### src/rtl/router_pkg.sv
// Shared router encodings: port directions and 2x2 node output indices.
package router_pkg;

    // Desired-port field encoding carried in every flit
    typedef enum logic [1:0] {
        DIR_N = 2'd0,
        DIR_E = 2'd1,
        DIR_S = 2'd2,
        DIR_W = 2'd3
    } dir_e;

    localparam int NUM_PORTS = 4;

    // Output indices of a 2x2 node; the steering bit selects between them
    localparam logic OUT_IDX0 = 1'b0;
    localparam logic OUT_IDX1 = 1'b1;

endpackage

### src/rtl/perm_node.sv
// 2x2 deflection node: age-based arbiter with round-robin tie break and an
// exchanger that steers the winner by one bit of its desired-port field.
module perm_node
    import router_pkg::*;
#(
    parameter int FLIT_W  = 32,
    parameter int DIR_LSB = 4,
    parameter int AGE_LSB = 8,
    parameter int AGE_W   = 4,
    parameter int SEL_BIT = 0
) (
    input  logic              clk,
    input  logic              rst_n,
    input  logic [FLIT_W-1:0] in0_flit,
    input  logic              in0_valid,
    input  logic [FLIT_W-1:0] in1_flit,
    input  logic              in1_valid,
    output logic [FLIT_W-1:0] out0_flit,
    output logic              out0_valid,
    output logic [FLIT_W-1:0] out1_flit,
    output logic              out1_valid
);

    logic             ptr;
    logic [AGE_W-1:0] age0;
    logic [AGE_W-1:0] age1;
    logic             tie;
    logic             pick1;
    logic             steer;
    logic [FLIT_W-1:0] win_flit;
    logic [FLIT_W-1:0] lose_flit;
    logic              lose_valid;

    assign age0 = in0_flit[AGE_LSB +: AGE_W];
    assign age1 = in1_flit[AGE_LSB +: AGE_W];

    // Pick the winner (older flit, pointer on a tie) and route it by the steering bit
    always_comb begin
        tie        = in0_valid & in1_valid & (age0 == age1);
        pick1      = in1_valid & (~in0_valid | (age1 > age0) | (tie & ptr));
        win_flit   = pick1 ? in1_flit  : in0_flit;
        lose_flit  = pick1 ? in0_flit  : in1_flit;
        lose_valid = pick1 ? in0_valid : in1_valid;
        steer      = win_flit[DIR_LSB + SEL_BIT];
        out0_flit  = in0_flit;
        out1_flit  = in1_flit;
        out0_valid = 1'b0;
        out1_valid = 1'b0;
        if (in0_valid | in1_valid) begin
            if (steer == OUT_IDX0) begin
                out0_flit  = win_flit;
                out0_valid = 1'b1;
                out1_flit  = lose_flit;
                out1_valid = lose_valid;
            end else if (steer == OUT_IDX1) begin
                out1_flit  = win_flit;
                out1_valid = 1'b1;
                out0_flit  = lose_flit;
                out0_valid = lose_valid;
            end
        end
    end

    // Round-robin pointer flips only when this node actually breaks an age tie
    always_ff @(posedge clk or negedge rst_n) begin
        if (!rst_n) ptr <= 1'b0;
        else        ptr <= ptr ^ tie;
    end

endmodule

### src/rtl/pipelined_permutation_engine.sv
// Two-stage butterfly of 2x2 deflection nodes with optional mid register,
// registered outputs, age increment and a saturating deflection counter.
module pipelined_permutation_engine
    import router_pkg::*;
#(
    parameter int FLIT_W   = 32,
    parameter int DIR_LSB  = 4,
    parameter int AGE_LSB  = 8,
    parameter int AGE_W    = 4,
    parameter int PIPE_MID = 1,
    parameter int CNT_W    = 16
) (
    input  logic              clk,
    input  logic              rst_n,
    input  logic [FLIT_W-1:0] in_flit_n,
    input  logic [FLIT_W-1:0] in_flit_e,
    input  logic [FLIT_W-1:0] in_flit_s,
    input  logic [FLIT_W-1:0] in_flit_w,
    input  logic              in_valid_n,
    input  logic              in_valid_e,
    input  logic              in_valid_s,
    input  logic              in_valid_w,
    output logic [FLIT_W-1:0] out_flit_n,
    output logic [FLIT_W-1:0] out_flit_e,
    output logic [FLIT_W-1:0] out_flit_s,
    output logic [FLIT_W-1:0] out_flit_w,
    output logic              out_valid_n,
    output logic              out_valid_e,
    output logic              out_valid_s,
    output logic              out_valid_w,
    input  logic              clr_cnt,
    output logic [CNT_W-1:0]  defl_cnt
);

    // Age +1, held at the all-ones ceiling; every other bit is untouched
    function automatic logic [FLIT_W-1:0] age_inc(input logic [FLIT_W-1:0] f);
        logic [AGE_W-1:0]  a;
        logic [FLIT_W-1:0] r;
        a = f[AGE_LSB +: AGE_W];
        r = f;
        if (a != {AGE_W{1'b1}}) r[AGE_LSB +: AGE_W] = a + 1'b1;
        return r;
    endfunction

    // Counter add that sticks at the maximum instead of wrapping
    function automatic logic [CNT_W-1:0] cnt_add(input logic [CNT_W-1:0] c,
                                                 input logic [2:0]       n);
        logic [CNT_W:0] s;
        s = {1'b0, c} + {{(CNT_W-2){1'b0}}, n};
        if (s[CNT_W]) return {CNT_W{1'b1}};
        return s[CNT_W-1:0];
    endfunction

    // Stage-1 node outputs: [0]=A.out0 [1]=A.out1 [2]=B.out0 [3]=B.out1
    logic [FLIT_W-1:0] flit_p0 [NUM_PORTS];
    logic              vld_p0  [NUM_PORTS];
    logic [FLIT_W-1:0] flit_p1 [NUM_PORTS];
    logic              vld_p1  [NUM_PORTS];
    // Stage-2 outputs indexed by direction
    logic [FLIT_W-1:0] flit_p2 [NUM_PORTS];
    logic              vld_p2  [NUM_PORTS];
    logic [FLIT_W-1:0] out_flit_r [NUM_PORTS];
    logic              out_vld_r  [NUM_PORTS];
    logic [2:0]        n_defl;
    logic [CNT_W-1:0]  cnt_r;

    // ---- stage 1: A(N,E), B(S,W) steer on dest bit 0 ----
    perm_node #(.FLIT_W(FLIT_W), .DIR_LSB(DIR_LSB), .AGE_LSB(AGE_LSB), .AGE_W(AGE_W), .SEL_BIT(0)) u_node_a (
        .clk(clk), .rst_n(rst_n),
        .in0_flit(in_flit_n), .in0_valid(in_valid_n),
        .in1_flit(in_flit_e), .in1_valid(in_valid_e),
        .out0_flit(flit_p0[0]), .out0_valid(vld_p0[0]),
        .out1_flit(flit_p0[1]), .out1_valid(vld_p0[1])
    );

    perm_node #(.FLIT_W(FLIT_W), .DIR_LSB(DIR_LSB), .AGE_LSB(AGE_LSB), .AGE_W(AGE_W), .SEL_BIT(0)) u_node_b (
        .clk(clk), .rst_n(rst_n),
        .in0_flit(in_flit_s), .in0_valid(in_valid_s),
        .in1_flit(in_flit_w), .in1_valid(in_valid_w),
        .out0_flit(flit_p0[2]), .out0_valid(vld_p0[2]),
        .out1_flit(flit_p0[3]), .out1_valid(vld_p0[3])
    );

    // ---- stage 1 / stage 2 boundary ----
    generate
        if (PIPE_MID != 0) begin : g_mid_reg
            // Optional register between the two node stages
            always_ff @(posedge clk or negedge rst_n) begin
                if (!rst_n) begin
                    for (int i = 0; i < NUM_PORTS; i++) begin
                        flit_p1[i] <= '0;
                        vld_p1[i]  <= 1'b0;
                    end
                end else begin
                    for (int i = 0; i < NUM_PORTS; i++) begin
                        flit_p1[i] <= flit_p0[i];
                        vld_p1[i]  <= vld_p0[i];
                    end
                end
            end
        end else begin : g_mid_wire
            // Stage 2 reads stage 1 directly
            always_comb begin
                for (int i = 0; i < NUM_PORTS; i++) begin
                    flit_p1[i] = flit_p0[i];
                    vld_p1[i]  = vld_p0[i];
                end
            end
        end
    endgenerate

    // ---- stage 2: C -> (N,S), D -> (E,W) steer on dest bit 1 ----
    perm_node #(.FLIT_W(FLIT_W), .DIR_LSB(DIR_LSB), .AGE_LSB(AGE_LSB), .AGE_W(AGE_W), .SEL_BIT(1)) u_node_c (
        .clk(clk), .rst_n(rst_n),
        .in0_flit(flit_p1[0]), .in0_valid(vld_p1[0]),
        .in1_flit(flit_p1[2]), .in1_valid(vld_p1[2]),
        .out0_flit(flit_p2[DIR_N]), .out0_valid(vld_p2[DIR_N]),
        .out1_flit(flit_p2[DIR_S]), .out1_valid(vld_p2[DIR_S])
    );

    perm_node #(.FLIT_W(FLIT_W), .DIR_LSB(DIR_LSB), .AGE_LSB(AGE_LSB), .AGE_W(AGE_W), .SEL_BIT(1)) u_node_d (
        .clk(clk), .rst_n(rst_n),
        .in0_flit(flit_p1[1]), .in0_valid(vld_p1[1]),
        .in1_flit(flit_p1[3]), .in1_valid(vld_p1[3]),
        .out0_flit(flit_p2[DIR_E]), .out0_valid(vld_p2[DIR_E]),
        .out1_flit(flit_p2[DIR_W]), .out1_valid(vld_p2[DIR_W])
    );

    // Count valid flits landing on a port other than the one they asked for
    always_comb begin
        n_defl = 3'd0;
        for (int i = 0; i < NUM_PORTS; i++) begin
            if (vld_p2[i] && (flit_p2[i][DIR_LSB +: 2] != 2'(i))) n_defl = n_defl + 3'd1;
        end
    end

    // ---- output register ----
    // Register outputs with aged flits; invalid ports carry all zeros
    always_ff @(posedge clk or negedge rst_n) begin
        if (!rst_n) begin
            for (int i = 0; i < NUM_PORTS; i++) begin
                out_flit_r[i] <= '0;
                out_vld_r[i]  <= 1'b0;
            end
        end else begin
            for (int i = 0; i < NUM_PORTS; i++) begin
                out_flit_r[i] <= vld_p2[i] ? age_inc(flit_p2[i]) : '0;
                out_vld_r[i]  <= vld_p2[i];
            end
        end
    end

    // Deflection counter; clear wins over this cycle's deflections
    always_ff @(posedge clk or negedge rst_n) begin
        if (!rst_n)       cnt_r <= '0;
        else if (clr_cnt) cnt_r <= '0;
        else              cnt_r <= cnt_add(cnt_r, n_defl);
    end

    assign out_flit_n  = out_flit_r[DIR_N];
    assign out_flit_e  = out_flit_r[DIR_E];
    assign out_flit_s  = out_flit_r[DIR_S];
    assign out_flit_w  = out_flit_r[DIR_W];
    assign out_valid_n = out_vld_r[DIR_N];
    assign out_valid_e = out_vld_r[DIR_E];
    assign out_valid_s = out_vld_r[DIR_S];
    assign out_valid_w = out_vld_r[DIR_W];
    assign defl_cnt    = cnt_r;

endmodule

### config.mk
export PLATFORM = sky130hd
export DESIGN_NAME = pipelined_permutation_engine
export DESIGN_NICKNAME = d
export VERILOG_FILES = /design/src/rtl/router_pkg.sv /design/src/rtl/perm_node.sv /design/src/rtl/pipelined_permutation_engine.sv
export SDC_FILE = /design/constraint.sdc
export NUM_CORES = 1
export LEC_CHECK = 0
export BUFFER_PORTS_ARGS = -buffer_cell sky130_fd_sc_hd__buf_2
export CORE_AREA = 3 3 157 159
export DETAILED_ROUTE_END_ITERATION = 8
export DIE_AREA = 0 0 160 162
export PLACE_DENSITY_LB_ADDON = 0.3
export SKIP_LAST_GASP = 1
export SLEW_MARGIN = 15
export SYNTH_ARGS = -nofsm -noshare
export SYNTH_HDL_FRONTEND = slang
export SYNTH_SLANG_ARGS = --single-unit
### constraint.sdc
create_clock -name clk -period 10.9 [get_ports clk]
set_input_delay 2.18 -clock clk [delete_from_list [all_inputs] [get_ports clk]]
set_output_delay 2.18 -clock clk [all_outputs]
set_load 0.02 [all_outputs]
==> flow_metrics.py <==
metrics = {
    "run_status": {
        "status": "finished, final reports clean",
    },
    "place": {
        "place_ws_ps": 4610,
        "gp_congestion": 0.878,
        "io_buffers": 282,
        "place_area_um2": 14300,
        "dpl.hpwl_um": 21100,
    },
    "cells_and_area": {
        "seqCellArea_um2": 7110,
        "post-route-util": 0.650,
        "design_area_um2": 15200,
        "multiInputGateArea_um2": 5160,
        "final_common_cell": "dfrtp_1",
        "nets": 1553,
        "drive_above_1_share": 0.348,
        "fillers": 1859,
        "diodes": 0,
        "layout_common_cells": "dfrtp_1, buf_2, nand2_1",
        "syn_to_final_growth_pct": 20.4,
    },
    "global_route": {
        "grt_overflow_total": 0,
        "antenna_found_initial": 0,
        "first_global_vias": 9392,
        "grtUsageTotal": 0.235,
        "grt_pass1_wl_um": 49100,
        "grt_max_degree": 130,
    },
    "sta": {
        "finalCritPeriodShare": 0.580,
        "tightest_slew_ps": 1100,
        "finalMaxSlewViolations": 0,
        "clock_skew_ps": 8.69,
        "slew_headroom": 0.261,
        "rsz0062_at_grt": "false",
        "setup_slack_ps": 4570,
        "fmax_mhz": 158,
        "final_hold_viol_count": 0,
        "setup-tns-final_ps": 0,
        "min_period_ps": 6330,
        "setup_violations": 0,
    },
    "cts": {
        "cts_sinks": 284,
        "htreeDepth": 1,
        "cts_inserted_buffers": 29,
        "cts_tree": "done",
        "clk_latency_ps": 540,
        "cts_max_path_buffers": 3,
        "ctsResizeCount": 0,
        "cts.clk_slew.worst_paths_ps": 60,
        "cts-root-buf": "clkbuf_16",
        "cts_setup_buffers": 0,
        "holdBufCountCts": 0,
    },
    "floorplan": {
        "initial_utilization": 0.540,
        "io-pin-count": 283,
        "die-area_um2": 25900,
        "die_x_um": 160,
        "num_rows": 56,
        "die_h_um": 162,
        "core_area_um2": 23400,
    },
    "detailed_routing": {
        "via_count": 9620,
        "dr.pass1.iters": 5,
        "routed_wl_um": 31000,
        "wl_per_cell_um": 18.0,
        "vias_per_cell": 5.58,
        "initialDrtViolationCount": 617,
        "remaining_drc_errors": 0,
        "ant_nets": 0,
    },
    "worst_setup_path": {
        "arrival_ps": 6780,
        "cp-start-kind": "register",
        "critPathKind": "register to register",
        "reg2regPathDepth": 22,
        "cp.required_ps": 11360,
        "crit_path_end_kind": "register",
        "worst-path-max-fanout": 22,
    },
    "synthesis": {
        "synthAdderAreaFrac": 0.0323,
        "async_flop_share": 1.00,
        "synth_nets": 1301,
        "syn_area_um2": 12600,
        "ys_top_cells_by_area": "dfrtp_1, mux2_2, nand2_1",
        "synth-xor-area-share": 0.0153,
        "synth_cells": 1134,
        "muxShareOfSynthArea": 0.138,
        "yosys.area_share.simple": 0.115,
        "yosysWarnings": 0,
        "synth_top_family_by_area": "multiplexers",
        "synth_compound_area_frac": 0.102,
        "synth_edf_count": 0,
        "ys_ff_latch": 284,
        "syn_area_per_cell_um2": 11.1,
        "synth_top_area_frac": 0.563,
        "synthFlopType": "dfrtp_1",
        "yosysSeqAreaShare": 0.563,
        "synth_cell_type_count": 56,
        "synth_area_leader_cell": "dfrtp_1",
    },
    "pwr": {
        "ir_drop_uv": 104,
        "total_power_mw": 3.01,
        "power_density_nw_per_um2": 198,
        "p_leak_nw": 7.39,
    },
    "worst_hold_path": {
        "holdPathStages": 1,
        "holdCritPathClass": "register to register",
    },
    "run": {
        "cap_violations": 0,
    },
}
-- cells by family after synthesis --
logic type                 after synthesis
and+or+nand+nor                        350
DFF                                    284
AOI/OAI and AO/OA                      193
muxes                                  152
buffers and inverters                  101
adders and majority gates               32
xor gates and xnor gates                22
-- power by group --
part	total, mW	internal, mW	switching [mW]
Clock	0.964	0.568	0.396
Combinational	0.758	0.276	0.483
Sequential	1.29	1.21	0.0774
Total	3.01	2.05	0.956
-- metrics by stage --
step	hold slack (ps)	cells
after floorplan	456	1134
after global placement	463	1674
after detailed placement	471	1674
after CTS	484	1725
after global routing	495	1725
final	480	1725
-- per-layer routing --
metal / vias up / part of all wire / track usage
met5: - / 0 / 0
met4: 0 / 0.032 / 0.0777
met3: 64 / 0.071 / 0.0538
met2: 335 / 0.50 / 0.411
met1: 4781 / 0.40 / 0.291
li1: 4440 / - / -
-- registers in the layout (all words and copies together), names as in the netlist --
name and flops:
out_valid_s 1, out_flit_w 32, out_valid_e 1, defl_cnt 16
vld_p1 4, u_node_c.ptr 1, out_valid_n 1, out_flit_e 32
u_node_b.ptr 1, out_flit_s 32, flit_p1 128, out_valid_w 1
out_flit_n 32, u_node_d.ptr 1, u_node_a.ptr 1
-- critical path, cell delays in order (launching register included) --
cell	delay [ps]
dfrtp_1	480
inv_1	80
ha_1	300
nand4_1	130
nor2_1	70
ha_1	170
nand2b_1	160
a211o_1	310
o221a_4	340
mux2i_4	670
mux2_1	400
a21oi_1	350
ha_1	330
xnor2_1	250
xor2_1	180
ha_1	190
inv_1	60
fa_1	400
inv_1	70
a21oi_1	120
nor3_1	320
nand4_1	550
a21oi_1	310
-- layout make-up --
class,instances,area share
sequential,284,0.468
multi-input combinational,749,0.339
timing repair buffer,290,0.0975
clock buffer,40,0.0537
tap,319,0.0263
inverter,32,0.00790
clock inverter,11,0.00765
-- worst paths after layout --
path	start	slack [ps]	endpoint
worst min register to register	u_node_b.ptr	480	u_node_b.ptr
worst max register to register	flit_p1[74]	4570	defl_cnt[2]
worst min-delay path	u_node_b.ptr	480	u_node_b.ptr
worst max-delay path	flit_p1[74]	4570	defl_cnt[2]
min in group asynchronous	rst_n	1720	out_flit_e[9]
max in group asynchronous	rst_n	7620	flit_p1[50]
-- synthesized netlist by cell type (2+ instances only) --
library cell  number
inv_1             31
mux2_1             6
mux2_2           129
a21o_1             4
buf_2             29
nand2b_1           8
or2_2              2
and3_1             4
mux2i_1           12
nand2_1          230
ha_1              31
dfrtp_1          284
o21ai_0           12
nor2b_1           12
a21oi_1           38
nor2_1            57
o21bai_1           3
xnor2_1           13
nand3_1           12
o211ai_1           3
clkbuf_1          36
mux2i_4            2
buf_1              2
nor3_1             8
buf_6              2
o22ai_1            3
a211oi_1           3
nand4_1           10
a2111oi_2          4
a31oi_1          109
nor3b_1            2
xor2_1             9
Power figures use the tool's default switching activity.
